===== config.mk =====
export PLATFORM = sky130hd
export DESIGN_NAME = mux_rr_scheduler
export DESIGN_NICKNAME = d
export VERILOG_FILES = /design/src/rtl/mux_rr_scheduler.sv
export SDC_FILE = /design/constraint.sdc
export NUM_CORES = 1
export LEC_CHECK = 0
export CAP_MARGIN = 15
export CORE_UTILIZATION = 53
export CTS_CLUSTER_SIZE = 8
export DETAILED_ROUTE_END_ITERATION = 6
export HOLD_SLACK_MARGIN = 0.12
export PLACE_DENSITY = 0.81
export SLEW_MARGIN = 20
export SYNTH_ARGS = -nofsm -noshare
export SYNTH_HDL_FRONTEND = slang
export SYNTH_SLANG_ARGS = --single-unit

===== constraint.sdc =====
create_clock -name clk -period 3.7 [get_ports clk]
set_clock_uncertainty 0.05 [all_clocks]
set_input_delay 0.925 -clock clk [delete_from_list [all_inputs] [get_ports clk]]
set_output_delay 0.925 -clock clk [all_outputs]
set_load 0.02 [all_outputs]

===== src/rtl/mux_rr_scheduler.sv =====
// Round-robin owner scheduler for the shared 4:1 mux / 1:4 demux channel.
// Grants one requester per bounded slot and drives the channel selects {s1,s0}.
module mux_rr_scheduler #(
  parameter int SLOT_LEN = 4,
  parameter int CNT_W    = 4
) (
  input  logic       clk,
  input  logic       rst_n,
  input  logic       en,
  input  logic [3:0] req,
  output logic [3:0] gnt,
  output logic       s1,
  output logic       s0,
  output logic       busy,
  output logic       last
);

  typedef enum logic {IDLE, GRANT} state_t;

  localparam logic [CNT_W-1:0] CNT_LAST = CNT_W'(SLOT_LEN - 1);

  state_t           state, state_nxt;
  logic [1:0]       owner, owner_nxt;
  logic [1:0]       ptr, ptr_nxt;
  logic [1:0]       sel, sel_nxt;
  logic [CNT_W-1:0] cnt, cnt_nxt;
  logic [3:0]       gnt_nxt;
  logic [1:0]       base, winner, idx;
  logic             found, any_req, at_last, slot_end;

  assign any_req  = |req;
  assign at_last  = (state == GRANT) && (cnt == CNT_LAST);
  assign slot_end = (state == GRANT) && (at_last || !req[owner]);

  // At a slot end the pointer moves to the owner in the same edge, so the
  // scan must already start after the owner rather than after the stale ptr.
  always_comb begin
    base   = (state == GRANT) ? owner : ptr;
    winner = base;
    found  = 1'b0;
    idx    = base;
    for (int i = 1; i <= 4; i++) begin
      idx = base + 2'(i);
      if (!found && req[idx]) begin
        winner = idx;
        found  = 1'b1;
      end
    end
  end

  always_comb begin
    state_nxt = state;
    owner_nxt = owner;
    ptr_nxt   = ptr;
    cnt_nxt   = cnt;
    gnt_nxt   = gnt;
    sel_nxt   = sel;
    case (state)
      IDLE: begin
        if (en && any_req) begin
          state_nxt = GRANT;
          owner_nxt = winner;
          gnt_nxt   = 4'b0001 << winner;
          sel_nxt   = winner;
          cnt_nxt   = '0;
        end
      end
      GRANT: begin
        if (slot_end) begin
          ptr_nxt = owner;
          if (en && any_req) begin
            owner_nxt = winner;
            gnt_nxt   = 4'b0001 << winner;
            sel_nxt   = winner;
            cnt_nxt   = '0;
          end else begin
            state_nxt = IDLE;
            gnt_nxt   = 4'b0000;
            cnt_nxt   = '0;
          end
        end else begin
          cnt_nxt = cnt + CNT_W'(1);
        end
      end
      default: begin
        state_nxt = IDLE;
        gnt_nxt   = 4'b0000;
        cnt_nxt   = '0;
      end
    endcase
  end

  // Selects are held through IDLE so the channel never sees a spurious switch.
  always_ff @(posedge clk or negedge rst_n) begin
    if (!rst_n) begin
      state <= IDLE;
      owner <= 2'd0;
      ptr   <= 2'd3;
      sel   <= 2'd0;
      cnt   <= '0;
      gnt   <= 4'b0000;
    end else begin
      state <= state_nxt;
      owner <= owner_nxt;
      ptr   <= ptr_nxt;
      sel   <= sel_nxt;
      cnt   <= cnt_nxt;
      gnt   <= gnt_nxt;
    end
  end

  assign s1   = sel[1];
  assign s0   = sel[0];
  assign busy = |gnt;
  assign last = at_last;

endmodule


==> results.py, run 1 <==
metrics = {
    "pwr": {
        "p_sw_share_pct": 40.7,
        "ir_drop_mv": 0.424,
        "pwr-share-seq_pct": 35.0,
        "fin_total_pwr_uw": 753,
        "p_int_uw": 447,
        "switchingPower_uw": 306,
        "p_leak_uw": 0.000421,
        "p_comb_share_pct": 53.8,
        "power_density_mw_per_mm2": 804,
        "p_clk_share_pct": 11.3,
    },
    "synthesis": {
        "ys_seq_area_share_pct": 42.3,
        "ys_seq_elements": 13,
        "yosys_most_used_dff": "dfrtp_1",
        "synth.area.top_cells": "dfrtp_1 (36%), dfstp_2 (6.8%), nand2_1 (4.4%)",
        "yosysTopAreaCellShare_pct": 35.5,
        "yosysUniqueCellTypes": 37,
        "netlist.top_cell.by_area": "dfrtp_1",
        "ys_warn_count": 0,
        "syn-cell-area_um2": 774,
        "syn_inst": 71,
        "postSynthAreaPerCell_um2": 10.9,
        "synth_nets": 79,
        "async_flop_share_pct": 100,
        "synth_edf_count": 0,
    },
    "critical_path": {
        "arrival_ns": 1.75,
        "rrSetupSlack_ns": 1.75,
        "cp-end-kind": "primary output",
        "critPathKind": "reg -> out",
        "crit_required_ns": 2.72,
        "worst_setup_path_start_kind": "flip-flop",
        "path_max_fanout": 8,
    },
    "timing": {
        "setup_violations": 0,
        "drv_slew": 0,
        "fin_tns_setup_ns": 0,
        "rsz0062_at_grt": "no",
        "timing.slew.headroom_pct": 54.0,
        "fmax_ghz": 0.367,
        "hold_viol_final": 0,
        "fin_ws_ns": 0.973,
        "tightest_slew_ns": 0.681,
        "finalCriticalPeriod_ns": 2.73,
        "fin_crit_sh_pct": 73.7,
    },
    "clock_network": {
        "cts.sink_count": 13,
        "cts-root-buf": "clkbuf_4",
        "cts_tree": "built",
        "path_clk_slew_ns": 0.07,
        "cts_buffers": 3,
        "cts_max_path_buffers": 2,
        "cts_resized": 0,
        "h-tree-depth": 1,
        "ctsHoldBuffers": 0,
        "clock_latency_ns": 0.27,
        "postCtsSetupRepairBufs": 0,
    },
    "global_routing": {
        "grt_pass1_wl_um": 1940,
        "grt_antenna_before_repair": 0,
        "grt_usage_pct": 19.0,
        "grt_max_degree": 14,
        "grt_pass1_vias": 505,
        "grt_overflow": 0,
    },
    "route": {
        "via_per_inst": 5.75,
        "dr.pass1.iters": 4,
        "vias": 586,
        "drtIter0Drc": 4,
        "routed_wirelength_um": 1390,
        "drc_errors": 0,
        "drtAntennaViolNets": 0,
        "detail_route.wl_per_cell_um": 13.7,
    },
    "placement": {
        "numPortBuffers": 14,
        "dp_worst_setup_slack_ns": 0.963,
        "place_congestion": 0.745,
        "post-dp-hpwl_um": 1080,
    },
    "status": {
        "status": "completed",
    },
    "floorplanning": {
        "ios": 15,
        "initial_core_util_pct": 58.1,
        "die_height_um": 40.2,
        "row_count": 13,
        "die_w_um": 40.2,
        "core_area_mm2": 0.00133,
        "fp.dieArea_mm2": 0.00162,
    },
    "hold_path": {
        "hp-class": "reg -> reg",
    },
    "finish": {
        "layout-drive-gt1-share_pct": 20.7,
        "finalNetCount": 96,
        "antenna_cells": 0,
        "finish.utilization_pct": 70.3,
        "syn_to_final_growth_pct": 21.0,
        "fillers": 102,
    },
    "job": {
        "cap_violations": 0,
    },
}
## cells in the final DEF (no fill, tap or decap), types with 2 or more instances in the layout
cell,count
inv_1,3
a22o_1,2
nor3b_1,2
dfstp_2,2
nand3_1,2
o21ai_0,3
nand2_1,9
clkbuf_4,3
nor2_1,3
clkdlybuf4s50_1,14
dfrtp_1,11
mux2_2,2
a21o_1,2
a211o_1,2
o2bb2ai_1,3
## area by class of cell
class / count / area [um2] / share of cell area, %
multi-input cells: 53 / 413 / 44.1
flip-flops and latches: 13 / 328 / 35.0
repair buffers: 14 / 140 / 15.0
clock buffers: 4 / 26.3 / 2.80
well taps: 15 / 18.8 / 2.00
inverters: 3 / 11.3 / 1.20
## state kept, by name, summed over array words and instances, names as in the netlist
register,cells
gnt,4
cnt,4
owner,2
ptr,2
state,1
## final timing paths
check                      depth (start not counted)        to    from
setup reg to reg                                   6  owner[0]  cnt[0]
setup / recovery                                   2      last   state
min in group asynchronous                          1    cnt[1]   rst_n
hold reg to reg                                    1    ptr[1]  ptr[1]
hold / removal                                     1    ptr[1]  ptr[1]
max in group asynchronous                          1    ptr[1]   rst_n
## kinds of logic after synthesis
logic type	Yosys count	share of synthesized area (%)
adders and majority gates	1	1.62
AOI/OAI and AO/OA	21	22.5
muxes	6	10.8
buffers and inverters	5	4.36
DFF	13	42.3
and+or+nand+nor	25	18.4
## stage by stage
step | area (um2) | cells | hold slack (ns)
5_1_grt | 937 | 102 | 0.487
3_5_place_dp | 911 | 98 | 0.448
6_report | 937 | 102 | 0.456
2_1_floorplan | 774 | 71 | 0.426
4_1_cts | 937 | 102 | 0.460
3_3_place_gp | 911 | 98 | 0.447
## power groups by stage
stage | registers [uW] | logic (uW) | clock network, uW
global placement | 265 | 397 | 0
finish | 263 | 405 | 84.8
global route | 272 | 444 | 92.0
floorplan | 273 | 301 | 0
detailed placement | 266 | 407 | 0
CTS | 263 | 407 | 87.0
## metal layers
layer	track usage, %	wire (um)	vias up
met5	0	0	-
met4	12.5	24	0
met3	3.33	44	4
met2	32.7	665	9
met1	21.3	659	274
li1	-	-	299
## synthesized netlist by cell type (2+ instances only)
| cell | instances |
|---|---|
| a22o_1 | 2 |
| mux2_2 | 2 |
| inv_1 | 3 |
| o2bb2ai_1 | 3 |
| nand2_1 | 9 |
| dfrtp_1 | 11 |
| o21ai_0 | 3 |
| nand3_1 | 2 |
| nor3b_1 | 2 |
| a21o_1 | 2 |
| nor2_1 | 3 |
| a211o_1 | 2 |
| dfstp_2 | 2 |
| buf_6 | 2 |
## worst max-delay path, cell delays in order, from the launching register on
cell and delay [ns]:
dfrtp_1 0.55, and4bb_1 0.31, clkdlybuf4s50_1 0.62
(Power assumes the default switching activity.)
==> run 2: changes to the inputs <==
--- a/config.mk
+++ b/config.mk
@@ -6,11 +6,11 @@
 export NUM_CORES = 1
 export LEC_CHECK = 0
 export CAP_MARGIN = 15
-export CORE_UTILIZATION = 53
+export CORE_UTILIZATION = 49
 export CTS_CLUSTER_SIZE = 8
 export DETAILED_ROUTE_END_ITERATION = 6
 export HOLD_SLACK_MARGIN = 0.12
-export PLACE_DENSITY = 0.81
+export PLACE_DENSITY = 0.76
 export SLEW_MARGIN = 20
 export SYNTH_ARGS = -nofsm -noshare
 export SYNTH_HDL_FRONTEND = slang
==> constraint.sdc (replaced) <==
create_clock -name clk -period 2.7 [get_ports clk]
set_clock_uncertainty 0.05 [all_clocks]
set_input_delay 0.675 -clock clk [delete_from_list [all_inputs] [get_ports clk]]
set_output_delay 0.675 -clock clk [all_outputs]
set_load 0.02 [all_outputs]
==> results.py, run 2 (synthesis results as in run 1) <==
metrics = {
    "status": {
        "status": "completed",
    },
    "global_routing": {
        "grt_pass1_wl_um": 2610,
        "grt_overflow": 0,
        "grt_antenna_before_repair": 0,
        "grt_max_degree": 14,
        "grt_usage_pct": 19.7,
        "grt_pass1_vias": 630,
    },
    "critical_path": {
        "arrival_ns": 1.72,
        "path_max_fanout": 3,
        "rrSetupSlack_ns": 0.79,
        "cp-end-kind": "primary output",
        "critPathKind": "reg -> out",
        "worst_setup_path_start_kind": "flip-flop",
        "crit_required_ns": 1.98,
    },
    "finish": {
        "antenna_cells": 0,
        "layout_common_cells": "clkdlybuf4s50_1 (14), dfrtp_1 (11), nand2_1 (9)",
        "finish.utilization_pct": 69.4,
        "syn_to_final_growth_pct": 23.9,
        "final_common_cell": "clkdlybuf4s50_1",
        "layout-drive-gt1-share_pct": 23.3,
        "finalNetCount": 99,
        "largestRegisters": "cnt: 4 flops, gnt: 4 flops",
    },
    "route": {
        "vias": 625,
        "drtAntennaViolNets": 0,
        "via_per_inst": 5.95,
        "detail_route.wl_per_cell_um": 14.6,
        "drc_errors": 0,
        "dr.pass1.iters": 4,
        "drtIter0Drc": 22,
        "routed_wirelength_um": 1540,
    },
    "clock_network": {
        "ctsHoldBuffers": 0,
        "cts_resized": 0,
        "cts.sink_count": 13,
        "path_clk_slew_ns": 0.08,
        "clock_latency_ns": 0.27,
        "h-tree-depth": 1,
        "postCtsSetupRepairBufs": 0,
        "cts_buffers": 3,
        "cts_max_path_buffers": 2,
        "cts-root-buf": "clkbuf_4",
        "cts_tree": "built",
    },
    "timing": {
        "setup_violations": 0,
        "timing.slew.headroom_pct": 63.0,
        "fin_crit_sh_pct": 90.5,
        "hold_viol_final": 0,
        "fin_ws_ns": 0.257,
        "fin_tns_setup_ns": 0,
        "drv_slew": 0,
        "fmax_ghz": 0.409,
        "tightest_slew_ns": 0.553,
        "rsz0062_at_grt": "no",
        "finalCriticalPeriod_ns": 2.44,
    },
    "floorplanning": {
        "die_height_um": 41.8,
        "core_area_mm2": 0.00138,
        "ios": 15,
        "die_w_um": 41.8,
        "fp.dieArea_mm2": 0.00174,
        "row_count": 13,
        "initial_core_util_pct": 56.0,
    },
    "placement": {
        "post-dp-hpwl_um": 1190,
        "place_congestion": 0.744,
        "numPortBuffers": 14,
        "dp_worst_setup_slack_ns": 0.205,
    },
    "hold_path": {
        "hp-class": "reg -> reg",
    },
    "job": {
        "cap_violations": 0,
    },
    "pwr": {
        "ir_drop_mv": 0.568,
        "power_density_mw_per_mm2": 1100,
        "p_leak_uw": 0.000435,
    },
}
[run 2: cell count changes in the layout (fill, tap and decap cells not counted), sizes merged]
cell  delta
buf      +3
[run 2: area by class of cell]
class	count	area, um2
sequential	13	328
clock buffer	4	26.3
inverter	3	11.3
multi-input combinational	53	413
timing repair buffer	17	163
fill	112	423
tap	15	18.8
[run 2: where the power goes]
| group | leakage [uW] | switching [uW] | total [uW] | internal [uW] |
|---|---|---|---|---|
| logic | 0.000256 | 298 | 587 | 289 |
| registers | 0.000164 | 74.7 | 350 | 275 |
| clock network | 0.0000150 | 60.3 | 118 | 57.2 |
| total | 0.000435 | 433 | 1050 | 622 |
[run 2: final timing paths]
| check | start | to | cells past startpoint |
|---|---|---|---|
| setup / recovery | gnt[1] | busy | 2 |
| hold / removal | ptr[1] | ptr[1] | 1 |
| setup reg to reg | cnt[0] | owner[0] | 6 |
| hold reg to reg | ptr[1] | ptr[1] | 1 |
| max in group asynchronous | rst_n | owner[1] | 1 |
| min in group asynchronous | rst_n | cnt[2] | 1 |
[run 2: metal layers]
layer  GRT usage (%)  vias up  share of wire, %
li1                -      304                 -
met1            21.6      305                42
met2            35.9       12                53
met3            4.35        4               3.9
met4            8.39        0               1.5
met5               0        -                 0
[run 2: through the flow]
stage	power, uW	cell area [um2]	hold slack [ns]	cells
2_1_floorplan	787	774	0.329	71
3_3_place_gp	923	933	0.447	101
3_5_place_dp	944	933	0.443	101
4_1_cts	1060	960	0.455	105
5_1_grt	1140	960	0.457	105
6_report	1050	960	0.453	105
[run 2: critical path: stages (launching register included)]
cell	delay [ns]
dfrtp_1	0.39
or4_1	0.51
clkdlybuf4s50_1	0.55
==> run 3: changes to the inputs <==
--- a/config.mk
+++ b/config.mk
@@ -5,12 +5,13 @@
 export SDC_FILE = /design/constraint.sdc
 export NUM_CORES = 1
 export LEC_CHECK = 0
+export ABC_AREA = 1
 export CAP_MARGIN = 15
-export CORE_UTILIZATION = 49
+export CORE_UTILIZATION = 53
 export CTS_CLUSTER_SIZE = 8
 export DETAILED_ROUTE_END_ITERATION = 6
 export HOLD_SLACK_MARGIN = 0.12
-export PLACE_DENSITY = 0.76
+export PLACE_DENSITY = 0.78
 export SLEW_MARGIN = 20
 export SYNTH_ARGS = -nofsm -noshare
 export SYNTH_HDL_FRONTEND = slang
==> results.py, run 3 <==
metrics = {
    "status": {
        "status": "completed",
    },
    "synthesis": {
        "netlist.top_cell.by_area": "dfrtp_1",
        "synth_top_family_by_area": "simple AND/OR/NAND/NOR gates",
        "ys_seq_elements": 13,
        "ys_warn_count": 0,
        "syn_inst": 158,
        "synth_nets": 166,
        "yosysUniqueCellTypes": 23,
        "yosysTopAreaCellShare_pct": 25.6,
        "synth_edf_count": 0,
        "yosysMostFrequentCell": "nand2_1",
        "postSynthAreaPerCell_um2": 6.79,
        "yosys.area_share.adder_pct": 1.17,
        "synthSimpleGateAreaFrac_pct": 51.7,
        "ys_seq_area_share_pct": 30.5,
        "synth_common_cells": "nand2_1 (58), nand3_1 (18), nand2_2 (17)",
        "async_flop_share_pct": 100,
        "synth-xor-area-share_pct": 1.63,
        "synth_mux_area_share_pct": 0,
        "synth_compound_area_share_pct": 7.23,
        "syn-cell-area_mm2": 0.00107,
        "yosys_most_used_dff": "dfrtp_1",
        "synth.area.top_cells": "dfrtp_1 (26%), nand2_1 (20%), nand2_2 (9.9%)",
    },
    "route": {
        "routed_wirelength_um": 2340,
        "drtAntennaViolNets": 0,
        "dr.pass1.iters": 4,
        "via_per_inst": 5.17,
        "drc_errors": 0,
        "vias": 1029,
        "drtIter0Drc": 30,
        "detail_route.wl_per_cell_um": 11.8,
    },
    "clock_network": {
        "cts_max_path_buffers": 2,
        "h-tree-depth": 1,
        "path_clk_slew_ns": 0.08,
        "cts-root-buf": "clkbuf_4",
        "cts_buffers": 3,
        "cts_tree": "built",
        "cts.sink_count": 13,
        "postCtsSetupRepairBufs": 0,
        "clock_latency_ns": 0.28,
    },
    "pwr": {
        "p_sw_share_pct": 55.2,
        "switchingPower_uw": 914,
        "ir_drop_mv": 0.773,
        "power_density_mw_per_mm2": 1330,
        "pwr-share-seq_pct": 21.2,
        "p_comb_share_pct": 71.6,
        "p_int_uw": 743,
        "p_leak_uw": 0.000644,
        "p_clk_share_pct": 7.2,
    },
    "critical_path": {
        "cp-end-kind": "primary output",
        "crit_chain": "ha_1 > nand2_1 > nor3_2 > clkdlybuf4s50_1",
        "worst_setup_path_start_kind": "flip-flop",
        "crit_required_ns": 1.98,
        "arrival_ns": 1.80,
        "slowest_stage": "clkdlybuf4s50_1",
        "critPathKind": "reg -> out",
        "rrSetupSlack_ns": 0.79,
        "slowest_delay_ns": 0.64,
        "path_max_fanout": 4,
        "ff2ff_path_depth": 13,
    },
    "floorplanning": {
        "die_w_um": 47.0,
        "initial_core_util_pct": 59.0,
        "row_count": 15,
        "fp.dieArea_mm2": 0.00221,
        "core_area_mm2": 0.00182,
        "ios": 15,
        "die_height_um": 47.0,
    },
    "global_routing": {
        "grt_pass1_vias": 876,
        "grt_antenna_before_repair": 0,
        "grt_max_degree": 14,
        "grt_usage_pct": 24.6,
        "grt_overflow": 0,
        "grt_pass1_wl_um": 3700,
    },
    "finish": {
        "register_area_um2": 328,
        "multi_input_area_um2": 668,
        "stdcell_count": 199,
        "finalNetCount": 183,
        "largestRegisters": "cnt: 4 flops, gnt: 4 flops",
        "final_common_cell": "nand2_1",
        "syn_to_final_growth_pct": 16.0,
        "layout_common_cells": "nand2_1 (58), nand3_1 (18), nand2_2 (17), clkdlybuf4s50_1 (14), inv_1 (12)",
        "fillers": 159,
        "antenna_cells": 0,
        "layout-drive-gt1-share_pct": 19.5,
    },
    "job": {
        "cap_violations": 0,
    },
    "timing": {
        "hold_viol_final": 0,
        "fmax_ghz": 0.396,
        "drv_slew": 0,
        "fin_tns_setup_ns": 0,
        "tightest_slew_ns": 0.561,
        "setup_violations": 0,
        "finalCriticalPeriod_ns": 2.52,
        "fin_crit_sh_pct": 93.4,
        "timing.slew.headroom_pct": 62.5,
        "rsz0062_at_grt": "no",
    },
    "placement": {
        "post-dp-hpwl_um": 1810,
        "place_congestion": 0.830,
        "dp_cells": 195,
        "numPortBuffers": 14,
    },
    "hold_path": {
        "min_path_cells": 2,
        "hp-class": "reg -> reg",
    },
}
==> run 3: through the flow <==
| stage | hold WS, ns | total power (uW) | utilization, % | worst slack (ns) | instance area, um2 |
|---|---|---|---|---|---|
| 6_report | 0.449 | 1660 | 68.4 | 0.177 | 1240 |
| 5_1_grt | 0.478 | 1820 | 68.4 | 0.0838 | 1240 |
| 2_1_floorplan | 0.329 | 1320 | - | 0.758 | 1070 |
| 3_5_place_dp | 0.438 | 1530 | 66.7 | 0.229 | 1210 |
| 3_3_place_gp | 0.438 | 1500 | 66.7 | 0.268 | 1210 |
| 4_1_cts | 0.457 | 1660 | 68.1 | 0.0728 | 1240 |
==> run 3: layout make-up <==
type | instances | share of cell area (%)
well taps | 25 | 2.51
repair buffers | 14 | 11.3
flip-flops and latches | 13 | 26.3
inverters | 13 | 4.12
clock buffers | 4 | 2.11
multi-input cells | 130 | 53.7
==> run 3: worst max-delay path, delay by kind of cell, from the launching register on <==
family	cells	cell delay, ns
adder cells (fa/ha/maj)	1	0.22
buffers and inverters	1	0.64
flip-flops	1	0.39
AND/OR/NAND/NOR	2	0.28
==> run 3: what timing repair did <==
item / 4_1_cts / 5_1_grt
endpoints found under the setup margin: 0 / 1
gates resized for setup: 0 / 1
hold buffers: 0 / 0
==> run 3: logic make-up (layout without fill, tap and decap cells) <==
kind of cell,count (synthesis),in the layout
buf+inv,15,31
fa+ha+maj,1,1
xor+xnor,2,2
compound gates,14,14
simple gates,113,113
flops,13,13
==> run 3: power groups by stage <==
stage,sequential (uW),clock [uW],combinational [uW]
global route,358,129,1330
finish,351,119,1190
global placement,350,0,1150
detailed placement,353,0,1180
floorplan,360,0,957
CTS,349,120,1190
==> run 3: metal layers <==
metal | share of wire, % | GRT usage (%) | up-vias
met5 | 0 | 0 | -
met4 | 2.3 | 13.7 | 0
met3 | 2.5 | 2.31 | 4
met2 | 50 | 41.9 | 19
met1 | 45 | 30.7 | 472
li1 | - | - | 534
==> run 3: worst paths after layout <==
path	from	endpoint
worst max-delay path	cnt[0]	last
worst min-delay path	gnt[2]	gnt[2]
worst max register to register	state	gnt[2]
worst min register to register	gnt[2]	gnt[2]
max in group asynchronous	rst_n	ptr[1]
min in group asynchronous	rst_n	state
